--- config.mk ---
export PLATFORM = sky130hd
export DESIGN_NAME = dmem_arbiter_flat
export DESIGN_NICKNAME = d
export VERILOG_FILES = /design/src/rtl/dmem_pkg.sv /design/src/rtl/dmem_arbiter_if.sv /design/src/rtl/dmem_lane_fmt.sv /design/src/rtl/dmem_arbiter.sv /design/src/flat_wrapper.sv
export SDC_FILE = /design/constraint.sdc
export NUM_CORES = 1
export LEC_CHECK = 0
export CAP_MARGIN = 20
export CORE_ASPECT_RATIO = 0.9
export CORE_MARGIN = 5
export CORE_UTILIZATION = 35
export DETAILED_ROUTE_END_ITERATION = 7
export PLACE_DENSITY = 0.82
export REMOVE_ABC_BUFFERS = 1
export SETUP_SLACK_MARGIN = 0.1
export SLEW_MARGIN = 20
export SYNTH_ARGS = -nofsm -noshare
export SYNTH_HDL_FRONTEND = slang
export SYNTH_SLANG_ARGS = --single-unit
--- constraint.sdc ---
create_clock -name clk -period 2.3 [get_ports clk]
set_clock_uncertainty 0.15 [all_clocks]
set_input_delay 0.23 -clock clk [delete_from_list [all_inputs] [get_ports clk]]
set_output_delay 0.23 -clock clk [all_outputs]
set_load 0.005 [all_outputs]
--- src/rtl/dmem_pkg.sv ---
// Shared types, funct3 codes and access legality check for the data-memory arbiter.
package dmem_pkg;

    localparam logic [2:0] LB  = 3'b000;
    localparam logic [2:0] LH  = 3'b001;
    localparam logic [2:0] LW  = 3'b010;
    localparam logic [2:0] LBU = 3'b100;
    localparam logic [2:0] LHU = 3'b101;
    localparam logic [2:0] SB  = 3'b000;
    localparam logic [2:0] SH  = 3'b001;
    localparam logic [2:0] SW  = 3'b010;

    typedef enum logic [1:0] {IDLE, ACCESS, RESP} state_t;

    typedef enum logic {OWN_R0, OWN_R1} owner_t;

    // Misaligned halves/words, reserved width codes and unsigned-store codes are illegal.
    function automatic logic access_err(input logic we, input logic [2:0] funct3,
                                        input logic [1:0] addr_lo);
        logic bad;
        case (funct3)
            LB, LBU: bad = 1'b0;
            LH, LHU: bad = addr_lo[0];
            LW:      bad = (addr_lo != 2'b00);
            default: bad = 1'b1;
        endcase
        if (we && (funct3 > SW)) bad = 1'b1;
        return bad;
    endfunction

endpackage

--- src/rtl/dmem_arbiter_if.sv ---
// Requester and memory-side signal bundle for dmem_arbiter.
interface dmem_arbiter_if;

    logic        r0_req, r0_we, r0_gnt, r0_rvalid, r0_err;
    logic [2:0]  r0_funct3;
    logic [31:0] r0_addr, r0_wdata, r0_rdata;

    logic        r1_req, r1_we, r1_gnt, r1_rvalid, r1_err;
    logic [2:0]  r1_funct3;
    logic [31:0] r1_addr, r1_wdata, r1_rdata;

    logic        mem_en, mem_we, mem_ready;
    logic [3:0]  mem_be;
    logic [31:0] mem_addr, mem_wdata, mem_rdata;

    modport slave (
        input  r0_req, r0_we, r0_funct3, r0_addr, r0_wdata,
        input  r1_req, r1_we, r1_funct3, r1_addr, r1_wdata,
        output r0_gnt, r0_rvalid, r0_rdata, r0_err,
        output r1_gnt, r1_rvalid, r1_rdata, r1_err,
        output mem_en, mem_we, mem_be, mem_addr, mem_wdata,
        input  mem_rdata, mem_ready
    );

    modport master (
        output r0_req, r0_we, r0_funct3, r0_addr, r0_wdata,
        output r1_req, r1_we, r1_funct3, r1_addr, r1_wdata,
        input  r0_gnt, r0_rvalid, r0_rdata, r0_err,
        input  r1_gnt, r1_rvalid, r1_rdata, r1_err,
        input  mem_en, mem_we, mem_be, mem_addr, mem_wdata,
        output mem_rdata, mem_ready
    );

endinterface

--- src/rtl/dmem_lane_fmt.sv ---
// Byte-enable generation, write-lane replication and load extraction/extension.
module dmem_lane_fmt
    import dmem_pkg::*;
(
    input  logic [2:0]  funct3,
    input  logic [1:0]  addr_lo,
    input  logic [31:0] wdata,
    input  logic [31:0] rdata,
    output logic [3:0]  be,
    output logic [31:0] wdata_lane,
    output logic [31:0] rdata_ext
);

    logic [31:0] shifted;

    always_comb begin
        shifted    = rdata >> {addr_lo, 3'b000};
        be         = '0;
        wdata_lane = wdata;
        case (funct3[1:0])
            2'b00: begin
                be         = 4'b0001 << addr_lo;
                wdata_lane = {4{wdata[7:0]}};
            end
            2'b01: begin
                be         = 4'b0011 << {addr_lo[1], 1'b0};
                wdata_lane = {2{wdata[15:0]}};
            end
            2'b10:   be = 4'b1111;
            default: be = '0;
        endcase

        case (funct3)
            LB:      rdata_ext = {{24{shifted[7]}}, shifted[7:0]};
            LH:      rdata_ext = {{16{shifted[15]}}, shifted[15:0]};
            LBU:     rdata_ext = {24'h0, shifted[7:0]};
            LHU:     rdata_ext = {16'h0, shifted[15:0]};
            default: rdata_ext = rdata;
        endcase
    end

endmodule

--- src/rtl/dmem_arbiter.sv ---
// Two-requester data-memory arbiter, one access outstanding (IDLE -> ACCESS -> RESP).
// Define DMEM_ARB_RR_EN for round-robin arbitration; default is fixed priority r0 > r1.
module dmem_arbiter
    import dmem_pkg::*;
(
    input logic           clk,
    input logic           rst,
    dmem_arbiter_if.slave bus
);

    state_t      state;
    owner_t      owner;
    logic        we_q, err_q;
    logic [2:0]  f3_q;
    logic [31:0] addr_q, wdata_q, data_q;

    logic        grant, pick_r1, win_we, win_err;
    logic [2:0]  win_f3;
    logic [31:0] win_addr, win_wdata;
    logic [3:0]  be;
    logic [31:0] wdata_lane, rdata_ext;
    logic        mem_active, resp0, resp1;

`ifdef DMEM_ARB_RR_EN
    logic last_r1;

    always_ff @(posedge clk) begin
        if (rst) last_r1 <= 1'b1;
        else if (grant) last_r1 <= pick_r1;
    end

    assign pick_r1 = bus.r1_req && (!bus.r0_req || !last_r1);
`else
    assign pick_r1 = bus.r1_req && !bus.r0_req;
`endif

    // Grant is decided combinationally in the IDLE cycle so gnt lands in cycle 0.
    always_comb begin
        grant     = (state == IDLE) && !rst && (bus.r0_req || bus.r1_req);
        win_we    = pick_r1 ? bus.r1_we     : bus.r0_we;
        win_f3    = pick_r1 ? bus.r1_funct3 : bus.r0_funct3;
        win_addr  = pick_r1 ? bus.r1_addr   : bus.r0_addr;
        win_wdata = pick_r1 ? bus.r1_wdata  : bus.r0_wdata;
        win_err   = access_err(win_we, win_f3, win_addr[1:0]);
    end

    dmem_lane_fmt u_lane_fmt (
        .funct3     (f3_q),
        .addr_lo    (addr_q[1:0]),
        .wdata      (wdata_q),
        .rdata      (bus.mem_rdata),
        .be         (be),
        .wdata_lane (wdata_lane),
        .rdata_ext  (rdata_ext)
    );

    always_ff @(posedge clk) begin
        if (rst) begin
            state   <= IDLE;
            owner   <= OWN_R0;
            we_q    <= 1'b0;
            f3_q    <= '0;
            addr_q  <= '0;
            wdata_q <= '0;
            err_q   <= 1'b0;
            data_q  <= '0;
        end else begin
            case (state)
                IDLE: begin
                    if (grant) begin
                        owner   <= pick_r1 ? OWN_R1 : OWN_R0;
                        we_q    <= win_we;
                        f3_q    <= win_f3;
                        addr_q  <= win_addr;
                        wdata_q <= win_wdata;
                        err_q   <= win_err;
                        data_q  <= '0;
                        state   <= win_err ? RESP : ACCESS;
                    end
                end
                ACCESS: begin
                    if (bus.mem_ready) begin
                        data_q <= we_q ? '0 : rdata_ext;
                        state  <= RESP;
                    end
                end
                RESP:    state <= IDLE;
                default: state <= IDLE;
            endcase
        end
    end

    assign mem_active    = (state == ACCESS);
    assign resp0         = (state == RESP) && (owner == OWN_R0);
    assign resp1         = (state == RESP) && (owner == OWN_R1);

    assign bus.mem_en    = mem_active;
    assign bus.mem_we    = mem_active && we_q;
    assign bus.mem_be    = mem_active ? be : '0;
    assign bus.mem_addr  = mem_active ? {addr_q[31:2], 2'b00} : '0;
    assign bus.mem_wdata = (mem_active && we_q) ? wdata_lane : '0;

    assign bus.r0_gnt    = grant && !pick_r1;
    assign bus.r1_gnt    = grant && pick_r1;
    assign bus.r0_rvalid = resp0;
    assign bus.r1_rvalid = resp1;
    assign bus.r0_err    = resp0 && err_q;
    assign bus.r1_err    = resp1 && err_q;
    assign bus.r0_rdata  = resp0 ? data_q : '0;
    assign bus.r1_rdata  = resp1 ? data_q : '0;

endmodule

--- src/flat_wrapper.sv ---
// flat-port wrapper written by rule: the top's interface ports become plain ports
module dmem_arbiter_flat import dmem_pkg::*;
  (clk, rst, bus_r0_req, bus_r0_we, bus_r0_funct3, bus_r0_addr, bus_r0_wdata, bus_r1_req, bus_r1_we, bus_r1_funct3, bus_r1_addr, bus_r1_wdata, bus_r0_gnt, bus_r0_rvalid, bus_r0_rdata, bus_r0_err, bus_r1_gnt, bus_r1_rvalid, bus_r1_rdata, bus_r1_err, bus_mem_en, bus_mem_we, bus_mem_be, bus_mem_addr, bus_mem_wdata, bus_mem_rdata, bus_mem_ready);
  dmem_arbiter_if bus_i ();
  input logic clk;
  input logic rst;
  input wire logic [$bits(bus_i.r0_req)-1:0] bus_r0_req;
  input wire logic [$bits(bus_i.r0_we)-1:0] bus_r0_we;
  input wire logic [$bits(bus_i.r0_funct3)-1:0] bus_r0_funct3;
  input wire logic [$bits(bus_i.r0_addr)-1:0] bus_r0_addr;
  input wire logic [$bits(bus_i.r0_wdata)-1:0] bus_r0_wdata;
  input wire logic [$bits(bus_i.r1_req)-1:0] bus_r1_req;
  input wire logic [$bits(bus_i.r1_we)-1:0] bus_r1_we;
  input wire logic [$bits(bus_i.r1_funct3)-1:0] bus_r1_funct3;
  input wire logic [$bits(bus_i.r1_addr)-1:0] bus_r1_addr;
  input wire logic [$bits(bus_i.r1_wdata)-1:0] bus_r1_wdata;
  output wire logic [$bits(bus_i.r0_gnt)-1:0] bus_r0_gnt;
  output wire logic [$bits(bus_i.r0_rvalid)-1:0] bus_r0_rvalid;
  output wire logic [$bits(bus_i.r0_rdata)-1:0] bus_r0_rdata;
  output wire logic [$bits(bus_i.r0_err)-1:0] bus_r0_err;
  output wire logic [$bits(bus_i.r1_gnt)-1:0] bus_r1_gnt;
  output wire logic [$bits(bus_i.r1_rvalid)-1:0] bus_r1_rvalid;
  output wire logic [$bits(bus_i.r1_rdata)-1:0] bus_r1_rdata;
  output wire logic [$bits(bus_i.r1_err)-1:0] bus_r1_err;
  output wire logic [$bits(bus_i.mem_en)-1:0] bus_mem_en;
  output wire logic [$bits(bus_i.mem_we)-1:0] bus_mem_we;
  output wire logic [$bits(bus_i.mem_be)-1:0] bus_mem_be;
  output wire logic [$bits(bus_i.mem_addr)-1:0] bus_mem_addr;
  output wire logic [$bits(bus_i.mem_wdata)-1:0] bus_mem_wdata;
  input wire logic [$bits(bus_i.mem_rdata)-1:0] bus_mem_rdata;
  input wire logic [$bits(bus_i.mem_ready)-1:0] bus_mem_ready;
  assign bus_i.r0_req = bus_r0_req;
  assign bus_i.r0_we = bus_r0_we;
  assign bus_i.r0_funct3 = bus_r0_funct3;
  assign bus_i.r0_addr = bus_r0_addr;
  assign bus_i.r0_wdata = bus_r0_wdata;
  assign bus_i.r1_req = bus_r1_req;
  assign bus_i.r1_we = bus_r1_we;
  assign bus_i.r1_funct3 = bus_r1_funct3;
  assign bus_i.r1_addr = bus_r1_addr;
  assign bus_i.r1_wdata = bus_r1_wdata;
  assign bus_r0_gnt = bus_i.r0_gnt;
  assign bus_r0_rvalid = bus_i.r0_rvalid;
  assign bus_r0_rdata = bus_i.r0_rdata;
  assign bus_r0_err = bus_i.r0_err;
  assign bus_r1_gnt = bus_i.r1_gnt;
  assign bus_r1_rvalid = bus_i.r1_rvalid;
  assign bus_r1_rdata = bus_i.r1_rdata;
  assign bus_r1_err = bus_i.r1_err;
  assign bus_mem_en = bus_i.mem_en;
  assign bus_mem_we = bus_i.mem_we;
  assign bus_mem_be = bus_i.mem_be;
  assign bus_mem_addr = bus_i.mem_addr;
  assign bus_mem_wdata = bus_i.mem_wdata;
  assign bus_i.mem_rdata = bus_mem_rdata;
  assign bus_i.mem_ready = bus_mem_ready;
  dmem_arbiter u_core (.clk(clk), .rst(rst), .bus(bus_i));
endmodule
==> flow_summary.yaml, run 1 <==
synth:
  syn_area_sq_um: 6200
  synth-seq-cells: 104
  synth_top_area_frac: 0.336
  avgSynthCellArea_sq_um: 7.64
  synth_commonest_cells: "nand2_1 (152), nor2_1 (119), dfxtp_1 (104)"
  yosys_warnings: 0
  yosysUniqueCellTypes: 42
  synth_top_area_cell: "dfxtp_1"
  netlist_top_cells_area: "dfxtp_1 (34%), and2_1 (9.7%), a311oi_1 (9.6%)"
  async_reset_ff_frac: 0
  ys.flop_type: "dfxtp_1"
  synth_most_common_cell: "nand2_1"
  ys_seq_area_frac: 0.336
  netlist_instances: 811
  synth_edf_count: 0
cells_and_area:
  fin_cells: 1349
  nFillCells: 1545
  syn_to_final_growth_pct: 67.0
  drive_above_1_share: 0.109
  final_nets: 1278
  finish.utilization: 0.591
  diodes: 0
global_routing:
  grt_use_total: 0.222
  grt_first_pass_wirelength_microns: 35900
  first_global_vias: 6759
  overflow: 0
  grt_max_degree: 70
  antenna_found_initial: 0
setup_path:
  cpMaxStageDelayCell: "dfxtp_4"
  critPathBufInv: 3
  crit_family: "buffers and inverters"
  reg2regPathDepth: 6
  cp.required_ns: 1.92
  crit_chain: "nor2b_4, buf_4, nand2_4, clkbuf_16, a21oi_1, dlygate4sd2_1"
  path_class: "reg2out"
  r2r_start: "u_core.addr_q[1]"
  startpoint_type: "register"
  cpPeakStageDelay_ns: 0.40
  reg2reg_setup_slack_ns: 0.29
  worstSetupEndpointType: "primary output"
  crit_fanout: 6
  r2r-end: "u_core.data_q[29]"
  worst_ep_arrival_time_ns: 1.78
sta:
  setup_viol: 0
  slew-limit-headroom: 0.511
  period_share: 0.937
  worstMarginPinSlew_ns: 0.734
  rsz0062_at_grt: "true"
  period_needed_ns: 2.16
  max_freq_ghz: 0.464
  tns_ns: 0
  finalHoldViolations: 0
  drv_slew: 0
placement:
  dpl.hpwl_microns: 17900
  dp_cells: 1319
  routabilityCongestion: 0.869
  io_buffers: 310
floorplan:
  coreArea_sq_um: 17500
  initial_core_util: 0.354
  core.rowCount: 46
  ios: 313
  die_y_microns: 136
  die_x_microns: 150
  dieArea_sq_um: 20500
clocking:
  h-tree-depth: 3
  cts.root.buffer_cell: "clkbuf_16"
  tritoncts: "done"
  ctsHoldBuffers: 0
  clk_path_buf_depth: 2
  cts_inserted_buffers: 9
  clk_pin_slew_ns: 0.07
  clk-insertion-delay-late_ns: 0.35
  clock-sinks: 104
power:
  power.leakage_nw: 5.71
  power_mw: 5.26
  p_per_area_nw_per_um2: 508
  ir_drop_mv: 0.327
route:
  drt_iter0_drc: 367
  dr_total_vias: 7008
  drtAntennaViolNets: 0
  dr.pass1.iters: 5
  wl_per_cell_microns: 18.4
  drt-total-wl_microns: 24800
  drc: 0
  via_per_inst: 5.19
status:
  status: "finished, final reports clean"
min_path:
  hp-class: "in2reg"
  hp-start: "rst"
  hold_depth: 4
  min_to: "u_core.owner"
flow_run:
  cap_violations: 0
==> report_power, final <==
| group | internal (mW) | switching [mW] | total (mW) |
|---|---|---|---|
| clock | 0.952 | 0.714 | 1.67 |
| sequential | 1.96 | 0.130 | 2.09 |
| combinational | 0.775 | 0.730 | 1.51 |
| total | 3.69 | 1.57 | 5.26 |
==> sequential cells by signal, summed over array words and instances (netlist names) <==
name and flops:
u_core.addr_q 32, u_core.owner 1, u_core.we_q 1, u_core.err_q 1, u_core.wdata_q 32, u_core.f3_q 3, u_core.data_q 32, u_core.state 2
==> per-stage QoR <==
stage / setup WS, ns / hold slack, ns / area, sq um
2_1_floorplan: -2.92 / 0.149 / 5820
3_3_place_gp: 0.0916 / 0.304 / 9640
3_5_place_dp: 0.0616 / 0.312 / 9640
4_1_cts: -0.00165 / 0.0599 / 9980
5_1_grt: 0.0795 / 0.106 / 10300
6_report: 0.145 / 0.0905 / 10300
==> tightest hold or removal path: cells and delay by family <==
kind / cells / cell delay (ns)
AO/OA/AOI/OAI: 1 / 0.06
buffers and inverters: 1 / 0.13
AND/OR/NAND/NOR: 2 / 0.12
==> what timing repair did <==
action | in CTS | in global routing
buffers inserted | 4 | 8
endpoints found under the setup margin | 135 | 97
gates cloned | 0 | 3
resized for setup | 52 | 143
==> cell usage in the layout (no fill, tap or decap), types with 14 or more instances in the layout <==
cell	n
a21oi_1	31
a22o_1	14
a311oi_1	68
and2_1	88
buf_4	38
clkbuf_2	15
clkdlybuf4s50_1	175
dfxtp_1	100
dlygate4sd2_1	19
dlymetal6s2s_1	97
mux2i_1	24
nand2_1	151
nand2b_1	17
nor2_1	118
o21ai_0	20
o2bb2ai_1	22
==> cell families after synthesis <==
family | count (synthesis) | synth area share
flops | 104 | 0.336
other cells | 1 | 0.000605
buf+inv | 85 | 0.0650
mux | 26 | 0.0446
compound gates | 184 | 0.247
simple gates | 411 | 0.307
==> per-layer routing <==
metal	global-route usage	up-vias	share of wire
met1	0.254	3272	0.39
met4	0.0843	0	0.024
met3	0.0757	37	0.10
li1	-	3410	-
met2	0.383	289	0.49
met5	0	-	0
==> area by class of cell <==
cell class	instances	area (sq um)	area share
multi-input combinational	623	3790	0.366
timing repair buffer	362	3830	0.370
clock buffer	10	229	0.0221
sequential	104	2100	0.203
tap	240	300	0.0290
inverter	5	18.8	0.00181
clock inverter	5	81.3	0.00786
==> how the worst max path moves through the flow <==
stage | endpoint | startpoint | cells after the start | slack [ns]
after floorplan | u_core.state[1] | u_core.state[0] | 4 | -2.92
after global placement | bus_r0_gnt | bus_r0_req | 5 | 0.09
after detailed placement | u_core.addr_q[9] | bus_r0_req | 8 | 0.06
after CTS | bus_mem_wdata[1] | u_core.state[0] | 4 | -0.002
after global routing | bus_mem_wdata[11] | u_core.state[0] | 6 | 0.08
final | bus_mem_wdata[12] | u_core.state[0] | 6 | 0.14
(Power assumes the default switching activity.)
==> run 2, diff against run 1 <==
Settings changed: CORE_UTILIZATION 35 to 41, CTS_CLUSTER_DIAMETER set to 120, PLACE_DENSITY 0.82 to 0.81.
==> run 2 against run 1 <==
Sequential cell count unchanged; critical path depth decreased by 2; combinational power increased by 7%; routed wire length increased by 2.1%; sequential power about the same; maximum frequency increased by 1.7%; power increased by 6.7%; final cell count decreased by 2.5%; die area decreased by 14%; critical endpoint is now bus_r1_rvalid; largest cell class is now multi-input combinational cells.
==> flow_summary.yaml, run 2 (synthesis gave the netlist of run 1 again) <==
clocking:
  clk_pin_slew_ns: 0.07
  tritoncts: "done"
  cts.root.buffer_cell: "clkbuf_16"
  cts_inserted_buffers: 9
  h-tree-depth: 3
  clock-sinks: 104
  clk-insertion-delay-late_ns: 0.34
  clk_path_buf_depth: 2
route:
  drt_iter0_drc: 392
  dr_total_vias: 7127
  wl_per_cell_microns: 19.2
  drt-total-wl_microns: 25300
  dr.pass1.iters: 5
  via_per_inst: 5.42
  drc: 0
  drtAntennaViolNets: 0
floorplan:
  die_x_microns: 140
  ios: 313
  die_y_microns: 127
  initial_core_util: 0.420
  coreArea_sq_um: 14800
  dieArea_sq_um: 17700
  core.rowCount: 42
setup_path:
  critPathBufInv: 3
  worstSetupEndpointType: "primary output"
  crit_family: "buffers and inverters"
  crit_chain: "buf_4, and3b_2, buf_12, clkdlybuf4s50_1"
  path_class: "reg2out"
  worst_ep_arrival_time_ns: 1.74
  crit_fanout: 34
  cpPeakStageDelay_ns: 0.51
  cpMaxStageDelayCell: "clkdlybuf4s50_1"
  cp.required_ns: 1.92
  startpoint_type: "register"
global_routing:
  first_global_vias: 6884
  grt_use_total: 0.258
  overflow: 0
  grt_first_pass_wirelength_microns: 36900
  antenna_found_initial: 1
  grt_max_degree: 62
cells_and_area:
  layout_common_cells: "clkdlybuf4s50_1 (178), nand2_1 (151), dlygate4sd2_1 (125), nor2_1 (119), dfxtp_1 (101)"
  drive_above_1_share: 0.0941
  mostFrequentLayoutCell: "clkdlybuf4s50_1"
  nFillCells: 1286
  largestRegisters: "u_core.addr_q: 32 flops, u_core.data_q: 32 flops, u_core.wdata_q: 32 flops"
  final_area_sq_um: 10300
  final_nets: 1284
  regArea_sq_um: 2090
  multiInputGateArea_sq_um: 3770
  syn_to_final_growth_pct: 65.7
sta:
  worstMarginPinSlew_ns: 0.693
  drv_slew: 0
  finalHoldViolations: 0
  max_freq_ghz: 0.472
  rsz0062_at_grt: "true"
  period_share: 0.922
  period_needed_ns: 2.12
  setup_viol: 0
  slew-limit-headroom: 0.538
  layout_setup_ws_ns: 0.180
status:
  status: "finished, final reports clean"
placement:
  routabilityCongestion: 0.877
  dpl.hpwl_microns: 17600
  io_buffers: 310
  post-place-ws_ns: 0.0249
  postPlaceCellArea_sq_um: 9650
power:
  ir_drop_mv: 0.425
  p_per_area_nw_per_um2: 547
  power.leakage_nw: 4.62
min_path:
  hp-class: "in2reg"
flow_run:
  cap_violations: 0
[run 2: where the power goes]
group	total, mW	leakage (nW)	switching [mW]	internal, mW
clock network	1.93	0.184	0.716	1.21
logic	1.61	3.58	0.775	0.836
registers	2.07	0.855	0.114	1.96
total	5.61	4.62	1.61	4.01
[run 2: final cells by class]
type	instances	share of cell area
Sequential cell	104	0.204
Antenna cell	1	0.000244
Timing Repair Buffer	368	0.366
Multi-Input combinational cell	623	0.367
Inverter	5	0.00183
Tap cell	198	0.0241
Clock buffer	10	0.0233
Clock inverter	6	0.0134
[run 2: path summary, 6_finish.rpt]
kind / start / endpoint / slack, ns / cells after the start
max: u_core.state[0] / bus_r1_rvalid / 0.18 / 4
min: rst / u_core.owner / 0.18 / 5
max reg2reg: u_core.state[0] / u_core.wdata_q[27] / 0.22 / 9
min reg2reg: u_core.data_q[10] / u_core.data_q[10] / 0.34 / 1
[run 2: through the flow]
step | utilization | std cells | TNS [ns] | hold WS, ns | power, mW
after detailed placement | 0.654 | 1279 | 0 | 0.332 | 3.57
after floorplan | - | 732 | -231.64 | 0.149 | 2.81
final | 0.695 | 1315 | 0 | 0.176 | 5.61
after global routing | 0.695 | 1315 | 0 | 0.177 | 5.87
after global placement | 0.654 | 1279 | 0 | 0.322 | 3.54
after CTS | 0.681 | 1306 | 0 | 0.147 | 5.54
[run 2: routing by layer]
metal / wire length [microns] / share of wire / track usage
met5: 0 / 0 / 0
met4: 665 / 0.026 / 0.0746
met3: 2560 / 0.10 / 0.0926
met2: 12400 / 0.49 / 0.459
met1: 9660 / 0.38 / 0.292
[run 2: worst reg2reg max path: stages (launching register included)]
cell	delay, ns
dfxtp_2	0.32
buf_4	0.15
o21bai_1	0.17
buf_4	0.16
nor3_4	0.20
buf_6	0.17
buf_16	0.17
buf_16	0.17
nor2_1	0.06
a311oi_1	0.26
[run 2: timing repair]
action | in CTS | in global routing
setup endpoints to repair | 129 | 52
resized for setup | 142 | 13
setup buffers | 9 | 3
hold endpoints to repair | 0 | 0
pin swaps | 1 | 2
hold buffers | 0 | 0
gates cloned | 2 | 5
